### config.mk
export PLATFORM = sky130hd
export DESIGN_NAME = ilm_ae_pipe
export DESIGN_NICKNAME = d
export VERILOG_FILES = /design/src/rtl/ilm_ae_pipe.sv
export SDC_FILE = /design/constraint.sdc
export NUM_CORES = 1
export LEC_CHECK = 0
export ABC_AREA = 1
export BUFFER_PORTS_ARGS = -buffer_cell sky130_fd_sc_hd__buf_2
export CELL_PAD_IN_SITES_DETAIL_PLACEMENT = 0
export CELL_PAD_IN_SITES_GLOBAL_PLACEMENT = 1
export CORE_UTILIZATION = 37
export DETAILED_ROUTE_END_ITERATION = 7
export MAX_ROUTING_LAYER = met4
export PLACE_DENSITY_LB_ADDON = 0.15
export SKIP_CTS_REPAIR_TIMING = 1
export SLEW_MARGIN = 20
export SYNTH_ARGS = -nofsm -noshare
export SYNTH_HDL_FRONTEND = slang
export SYNTH_SLANG_ARGS = --single-unit
### constraint.sdc
create_clock -name clk -period 4.8 [get_ports clk]
set_clock_uncertainty 0.05 [all_clocks]
set_input_delay 0.24 -clock clk [delete_from_list [all_inputs] [get_ports clk]]
set_output_delay 0.24 -clock clk [all_outputs]
set_load 0.02 [all_outputs]
### src/rtl/ilm_ae_pipe.sv
// Three-stage pipelined improved logarithmic multiplier (nearest-one decomposition)
// with constant-pattern LSB compensation. Define ILM_EXACT_ABS_EN for exact negation.
module ilm_ae_pipe #(
  parameter int WIDTH = 16,
  parameter int TRUNC = 12
) (
  input  logic                 clk,
  input  logic                 rst,
  input  logic                 in_valid,
  output logic                 in_ready,
  input  logic                 in_signed,
  input  logic [WIDTH-1:0]     in_x,
  input  logic [WIDTH-1:0]     in_y,
  output logic                 out_valid,
  input  logic                 out_ready,
  output logic [2*WIDTH-1:0]   out_p
);

  localparam int PW = 2 * WIDTH;
  localparam int QW = PW + 2;
  localparam int DW = WIDTH + 2;
  localparam int NW = $clog2(WIDTH + 1);
  localparam logic [PW-1:0] TMASK = {PW{1'b1}} >> (PW - TRUNC);
  localparam logic [PW-1:0] ALT   = {WIDTH{2'b10}} & TMASK;

  function automatic logic [WIDTH-1:0] magnitude(input logic [WIDTH-1:0] v, input logic s);
`ifdef ILM_EXACT_ABS_EN
    return s ? (~v + WIDTH'(1)) : v;
`else
    return v ^ {WIDTH{s}};
`endif
  endfunction

  // Rounds floor(log2 a) up when the bit just below the leading one is set.
  function automatic logic [NW-1:0] near_exp(input logic [WIDTH-1:0] a);
    logic [NW-1:0] m;
    logic          up;
    m  = '0;
    up = 1'b0;
    for (int i = 1; i < WIDTH; i++) begin
      if (a[i]) begin
        m  = NW'(i);
        up = a[i-1];
      end
    end
    return m + NW'(up);
  endfunction

  function automatic logic signed [DW-1:0] residue(input logic [WIDTH-1:0] a,
                                                   input logic [NW-1:0]    n);
    return $signed({2'b00, a}) - $signed(DW'(1) << n);
  endfunction

  function automatic logic [PW-1:0] saturate(input logic signed [QW-1:0] q);
    logic signed [QW-1:0] lim;
    lim = $signed({2'b00, {PW{1'b1}}});
    return (q > lim) ? {PW{1'b1}} : q[PW-1:0];
  endfunction

  function automatic logic [PW-1:0] ilm_sum(input logic [NW-1:0] nx, input logic [NW-1:0] ny,
                                            input logic signed [DW-1:0] dx,
                                            input logic signed [DW-1:0] dy);
    logic signed [QW-1:0] tx, ty, q;
    logic [NW:0]          e;
    e  = {1'b0, nx} + {1'b0, ny};
    tx = $signed({{(QW-DW){dx[DW-1]}}, dx});
    ty = $signed({{(QW-DW){dy[DW-1]}}, dy});
    q  = $signed(QW'(1) << e) + (tx <<< ny) + (ty <<< nx);
    return saturate(q);
  endfunction

  function automatic logic [PW-1:0] finish(input logic [PW-1:0] q, input logic ps,
                                           input logic zero);
    logic [PW-1:0] qc, r;
    qc = (q & ~TMASK) | ALT;
`ifdef ILM_EXACT_ABS_EN
    r = ps ? (~qc + PW'(1)) : qc;
`else
    r = ps ? ~qc : qc;
`endif
    return zero ? '0 : r;
  endfunction

  logic                    adv;
  logic                    sx, sy;
  logic [WIDTH-1:0]        ax, ay;
  logic                    vld_p0, vld_p1, vld_p2;
  logic [NW-1:0]           nx_p0, ny_p0;
  logic signed [DW-1:0]    dx_p0, dy_p0;
  logic                    ps_p0, zero_p0;
  logic [PW-1:0]           q_p1;
  logic                    ps_p1, zero_p1;
  logic [PW-1:0]           p_p2;

  assign adv       = ~vld_p2 | out_ready;
  assign in_ready  = adv;
  assign out_valid = vld_p2;
  assign out_p     = p_p2;

  assign sx = in_signed & in_x[WIDTH-1];
  assign sy = in_signed & in_y[WIDTH-1];
  assign ax = magnitude(in_x, sx);
  assign ay = magnitude(in_y, sy);

  // Valid bits and the visible product are cleared by reset; internal data is not.
  always_ff @(posedge clk or posedge rst) begin
    if (rst) begin
      vld_p0 <= 1'b0;
      vld_p1 <= 1'b0;
      vld_p2 <= 1'b0;
      p_p2   <= '0;
    end else if (adv) begin
      vld_p0 <= in_valid;
      vld_p1 <= vld_p0;
      vld_p2 <= vld_p1;
      // stage 3: compensate, apply sign, force zero
      p_p2   <= finish(q_p1, ps_p1, zero_p1);
    end
  end

  always_ff @(posedge clk) begin
    if (adv) begin
      // stage 1: magnitude, nearest-one exponent, residue
      nx_p0   <= near_exp(ax);
      ny_p0   <= near_exp(ay);
      dx_p0   <= residue(ax, near_exp(ax));
      dy_p0   <= residue(ay, near_exp(ay));
      ps_p0   <= sx ^ sy;
      zero_p0 <= (ax == '0) | (ay == '0);
      // stage 2: partial-product sum with saturation
      q_p1    <= ilm_sum(nx_p0, ny_p0, dx_p0, dy_p0);
      ps_p1   <= ps_p0;
      zero_p1 <= zero_p0;
    end
  end

endmodule

# Word level (Yosys, flattened, before mapping)
# Cells that the tools add are included.
# classes
add_sub_neg,7
magnitude_cmp,1
shift,5
n_mux,66
n_bitwise,9
n_reduce_logical,2
# ops
operator,count
5-bit 2-to-1 mux,30
34-bit adder,2
18-bit by 5-bit <<< shifter with 34-bit output,2
32-bit 2-to-1 mux,2
1-bit by 5-bit left shift with 18-bit output (first input constant),2
17-bit by 18-bit subtractor with 18-bit output,2
34-bit by 33-bit greater-than comparator with 1-bit output (second input constant),1
1-bit 2-to-1 mux,34
1-bit by 6-bit left shift with 34-bit output (first input constant),1
16-bit zero test,2
32-bit NOT,1
16-bit bitwise XOR,2
5-bit by 1-bit adder with 5-bit output,2
5-bit by 5-bit adder with 6-bit output,1
1-bit bitwise AND,2
1-bit OR,2
1-bit NOT,1
1-bit bitwise XOR,1
# word_totals
register_bits,117
inputBits,37
out_inout_bits,34
elab_cells,103

# Logic depth before layout (Yosys ltp)
# logic_depth
word_depth,21
mapped_depth,39
mapped_depth_nobuf,39

# Worst setup path after synthesis
# No wires, ideal clock.
# synth_path
path_kind,in2reg
from,in in_x[15]
to,"reg dx_p0[14], data pin"
setup_time_ps,252
arrival_ps,4222
required_ps,4498
path_slack_ps,276
path_stages,31
path_buffers,1
cell_sequence,nand2_4 -> buf_8 -> xor2_1 -> o21ai_0 -> nand2_1 -> nand2_1 -> nand2_1 -> nand2_1 -> nand2_1 -> nand2_1 -> nand2_1 -> nand2_1 -> nand2_1 -> nand2_1 -> nand2_1 -> nand2_1 -> ha_1 -> ha_1 -> inv_1 -> nand2_1 -> nor4_2 -> ha_1 -> fa_1 -> o21ai_0 -> a21oi_1 -> o21ai_0 -> a21boi_0 -> o21ai_0 -> a21oi_1 -> nand2_1 -> nand2_1
# synth_via
elab_chain_len,21
word_cells_on_any_way,37
classes_between,add/sub: 2; shift: 1; mux: 32; bitwise: 2
# synth_lines
item,line_no,rtl
"start, declared",12,"input logic [WIDTH-1:0] in_x,"
1-bit bitwise AND,100,assign sx = in_signed & in_x[WIDTH-1];
16-bit bitwise XOR (*),30,return v ^ {WIDTH{s}};
1-bit 2-to-1 mux,41,if (a[i]) begin
5-bit 2-to-1 mux or 1-bit 2-to-1 mux (tied branches) (14 in a row),41,
5-bit 2-to-1 mux or 1-bit 2-to-1 mux (tied branches),122,if (adv) begin
5-bit by 1-bit adder with 5-bit output,46,return m + NW'(up);
1-bit by 5-bit left shift with 18-bit output,51,"return $signed({2'b00, a}) - $signed(DW'(1) << n);"
17-bit by 18-bit subtractor with 18-bit output (*),51,
"end signal, assigned",126,"dx_p0 <= residue(ax, near_exp(ax));"
"end, declared",89,"logic signed [DW-1:0] dx_p0, dy_p0;"
# Mark *: on every way between the ends. The rest lies on a longest branch, timed or not. The select of a mux whose other input is x is not followed.
# A chain may end at the register's enable or synchronous reset.

# Worst setup path after layout
# layout_path
from,reg ny_p0[0]
to,"reg q_p1[22], data pin"
# layout_via
elab_chain_len,5
word_cells_on_any_way,6
classes_between,add/sub: 3; order compare: 1; shift: 2
# layout_lines
item,line_no,rtl
"start, declared",88,"logic [NW-1:0] nx_p0, ny_p0;"
"start signal, assigned",125,ny_p0 <= near_exp(ay);
5-bit by 5-bit adder with 6-bit output,65,"e = {1'b0, nx} + {1'b0, ny};"
1-bit by 6-bit left shift with 34-bit output,68,q = $signed(QW'(1) << e) + (tx <<< ny) + (ty <<< nx);
34-bit adder (*) (2 in a row),68,
34-bit by 33-bit greater-than comparator with 1-bit output,57,return (q > lim) ? {PW{1'b1}} : q[PW-1:0];
"end signal, assigned",131,"q_p1 <= ilm_sum(nx_p0, ny_p0, dx_p0, dy_p0);"
"end, declared",91,logic [PW-1:0] q_p1;
# Mark *: on every way between the ends. The rest lies on a longest branch, timed or not.

==> impl_metrics.tcl <==
set metrics [dict create \
    slew_headroom 0.378 \
    cts-buffers-inserted 9 \
    synth_top_cell_by_area "sky130_fd_sc_hd__edfxtp_1" \
    power.leakage_nw 6.40 \
    maximum_number_of_pins_on_one_net_before_global_route_repair 41 \
    p_per_area_mw_per_mm2 686 \
    dieArea_mm2 0.0320 \
    netlist_top_cells_count "sky130_fd_sc_hd__nand2_1 (547), sky130_fd_sc_hd__inv_1 (191), sky130_fd_sc_hd__nor2_1 (124), sky130_fd_sc_hd__nand3_1 (120), sky130_fd_sc_hd__o21ai_0 (120)" \
    globalRouteOverflowTotal 0 \
    vias_in_the_first_global_route 10656 \
    avgRoutedWirePerCell_um 15.1 \
    detail_route.first_pass.iterations 5 \
    holdCritPathClass "in -> reg" \
    synthesis.instances 1715 \
    antenna_violating_nets_post_route 0 \
    worstSetupEndpoint "q_p1[22]$_SDFFCE_PN1P_" \
    synthesis.yosys.warnings 0 \
    clkSinkCount 95 \
    yosys_most_used_dff "sky130_fd_sc_hd__edfxtp_1" \
    rsz0062_at_grt "yes" \
    antenna_found_initial 0 \
    core_area_mm2 0.0307 \
    layout.nets 1977 \
    critical_setup_path_class "reg -> reg" \
    cts.root.buffer_cell "sky130_fd_sc_hd__clkbuf_16" \
    cts-root-to-sink-buffers 2 \
    area.growth.synth_to_final_pct 15.2 \
    timing.critical_path.required_ps 4870 \
    worst_setup_path_end_kind "register" \
    critical_path.reg2reg.startpoint "ny_p0[0]$_DFFE_PP_" \
    yosys-top-cells-area "sky130_fd_sc_hd__edfxtp_1 (18%), sky130_fd_sc_hd__nand2_1 (18%), sky130_fd_sc_hd__ha_1 (7.9%)" \
    cts_tree "yes" \
    crit_path_start "ny_p0[0]$_DFFE_PP_" \
    placedInstanceArea_mm2 0.0128 \
    fraction_of_final_layout_cells_sized_beyond_drive_strength_1 0.144 \
    postSynth.asyncResetShare 0.263 \
    worst_setup_path_start_kind "register" \
    synth_seq_cells 95 \
    worst_r2r_path_depth 19 \
    fmax_mhz 222 \
    setup-violations-final 0 \
    regToRegEndpoint "q_p1[22]$_SDFFCE_PN1P_" \
    grt_pass1_wl_um 53700 \
    yosys.cell_count.top_type "sky130_fd_sc_hd__nand2_1" \
    outcome "finished, final reports clean" \
    vias_per_cell 4.99 \
    clock_latency_at_the_later_pin_of_the_worst_skew_pair_ps 370 \
    drt_iter0_drc 737 \
    setup.reg_to_reg.worst_slack_ps 290 \
    number_of_max_cap_violations 0 \
    vdd_ir_drop_max_mv 0.276 \
    timing_max_transition_violations_final 0 \
    finish.instance_area_mm2 0.0133 \
    effective_utilization_at_floorplan 0.377 \
    synth_fp_nets 1862 \
    die_h_um 179 \
    tns_ps 0 \
    number_of_enable_type_register_cells_in_the_synthesized_netlist 70 \
    io_buffers 70 \
    hpwl_um 28800 \
    floorplan.io_pins 71 \
    vias 11131 \
    die_width_um 179 \
    hold_violations 0 \
    htreeDepth 3 \
    worst_setup_hold_path_clk_slew_ps 80 \
    finalWirelength_um 33600 \
    post-synth-top-area-fraction 0.182 \
    timing.critical_path.arrival_ps 4590 \
    layout_worst_path_cycle_share 0.940 \
    avgSynthCellArea_um2 6.74 \
    place.gp.congestion 0.945 \
    finalCriticalPeriod_ps 4510 \
    drc_errors 0 \
    synth_sequential_area_ratio 0.236 \
    post_synth_num_cell_types 51 \
    p_total_mw 9.14 \
    antenna_cells 0 \
    timing.critical_path.fanout_max 4 \
    row_count 64 \
    synthesis.area_mm2 0.0116 \
    slew_at_the_pin_closest_to_its_max_slew_limit_ps 927 \
    overall_global_routing_usage 0.222 \
]
[cell usage in the layout (no fill, tap or decap), types with 9 or more instances in the layout]
cell	instances
sky130_fd_sc_hd__buf_2	70
sky130_fd_sc_hd__buf_4	93
sky130_fd_sc_hd__inv_1	185
sky130_fd_sc_hd__xor2_1	42
sky130_fd_sc_hd__clkbuf_16	9
sky130_fd_sc_hd__ha_1	72
sky130_fd_sc_hd__o211ai_1	23
sky130_fd_sc_hd__a21o_1	12
sky130_fd_sc_hd__o21ai_0	104
sky130_fd_sc_hd__nor2_1	117
sky130_fd_sc_hd__a31oi_1	9
sky130_fd_sc_hd__xor2_2	9
sky130_fd_sc_hd__nor3_1	13
sky130_fd_sc_hd__fa_1	36
sky130_fd_sc_hd__dfrtp_1	25
sky130_fd_sc_hd__nand3_1	120
sky130_fd_sc_hd__o21ai_1	13
sky130_fd_sc_hd__nand4_1	9
sky130_fd_sc_hd__inv_2	9
sky130_fd_sc_hd__nand2_2	11
sky130_fd_sc_hd__a21oi_1	100
sky130_fd_sc_hd__xnor2_1	26
sky130_fd_sc_hd__nor2_2	13
sky130_fd_sc_hd__edfxtp_1	70
sky130_fd_sc_hd__nand2_1	545
[power breakdown]
| group | switching, mW | internal, mW | total (mW) |
|---|---|---|---|
| registers | 0.198 | 1.47 | 1.67 |
| logic | 4.30 | 2.45 | 6.75 |
| clock network | 0.346 | 0.372 | 0.718 |
| total | 4.85 | 4.29 | 9.14 |
[area by class of cell]
| cell class | count | area, µm² |
|---|---|---|
| Multi-Input combinational cell | 1355 | 7900 |
| Inverter | 201 | 767 |
| Fill cell | 3314 | 17300 |
| Tap cell | 396 | 495 |
| Clock buffer | 9 | 225 |
| Timing Repair Buffer | 168 | 1130 |
| Clock inverter | 7 | 81.3 |
| Sequential cell | 95 | 2730 |
[kinds of logic (layout without fill, tap and decap cells)]
kind of cell | Yosys count | after routing | synth area share
compound gates | 304 | 304 | 0.149
xor+xnor | 79 | 79 | 0.0660
fa+ha+maj | 110 | 110 | 0.143
buf+inv | 265 | 385 | 0.0934
flops | 95 | 95 | 0.236
mux | 5 | 5 | 0.00433
simple gates | 857 | 857 | 0.309
[metal layers]
metal,part of all wire,routed length [µm],track usage
met3,0.020,683,0.0204
met4,0.030,1010,0.0738
met1,0.47,15700,0.274
met2,0.48,16200,0.377
met5,0,0,-
[worst min-delay path by stage]
stage / from / endpoint / depth (start not counted)
6_report: in_valid / vld_p0$_DFFE_PP0P_ / 3
5_1_grt: in_valid / vld_p0$_DFFE_PP0P_ / 3
4_1_cts: in_valid / vld_p0$_DFFE_PP0P_ / 3
3_5_place_dp: zero_p0$_DFFE_PP_ / zero_p1$_DFFE_PP_ / 0
3_3_place_gp: zero_p0$_DFFE_PP_ / zero_p1$_DFFE_PP_ / 0
2_1_floorplan: rst / out_p[10]$_DFFE_PP0P_ / 1
[critical path, cell delays in order (launching register included)]
cell and delay (ps):
sky130_fd_sc_hd__edfxtp_1 420, sky130_fd_sc_hd__ha_1 230, sky130_fd_sc_hd__fa_2 370, sky130_fd_sc_hd__xor2_2 210, sky130_fd_sc_hd__inv_1 100, sky130_fd_sc_hd__buf_4 120
sky130_fd_sc_hd__nand3_1 90, sky130_fd_sc_hd__nor2_1 200, sky130_fd_sc_hd__nand2_1 110, sky130_fd_sc_hd__fa_1 570, sky130_fd_sc_hd__inv_1 50, sky130_fd_sc_hd__ha_1 340
sky130_fd_sc_hd__nand2_1 110, sky130_fd_sc_hd__nor2_1 140, sky130_fd_sc_hd__nand2_1 60, sky130_fd_sc_hd__o21ai_0 290, sky130_fd_sc_hd__a21oi_1 140, sky130_fd_sc_hd__o21ai_0 360
sky130_fd_sc_hd__xnor2_1 220, sky130_fd_sc_hd__nand2_1 90
[stage by stage]
stage / utilization / instances / setup slack [ps] / hold WS, ps
after floorplan: - / 1715 / 276 / 217
after global placement: 0.418 / 2210 / -115 / 357
after detailed placement: 0.418 / 2210 / -186 / 371
after CTS: 0.428 / 2226 / -20.0 / 32.8
after global routing: 0.434 / 2231 / -18.5 / 40.1
final: 0.434 / 2231 / 289 / 39.4
[registers in the layout (all words and copies together) (netlist names), 5 cells and up]
signal  count
dx_p0      18
dy_p0      18
ny_p0       5
q_p1       20
nx_p0       5
out_p      22
Power figures use the tool's default switching activity.
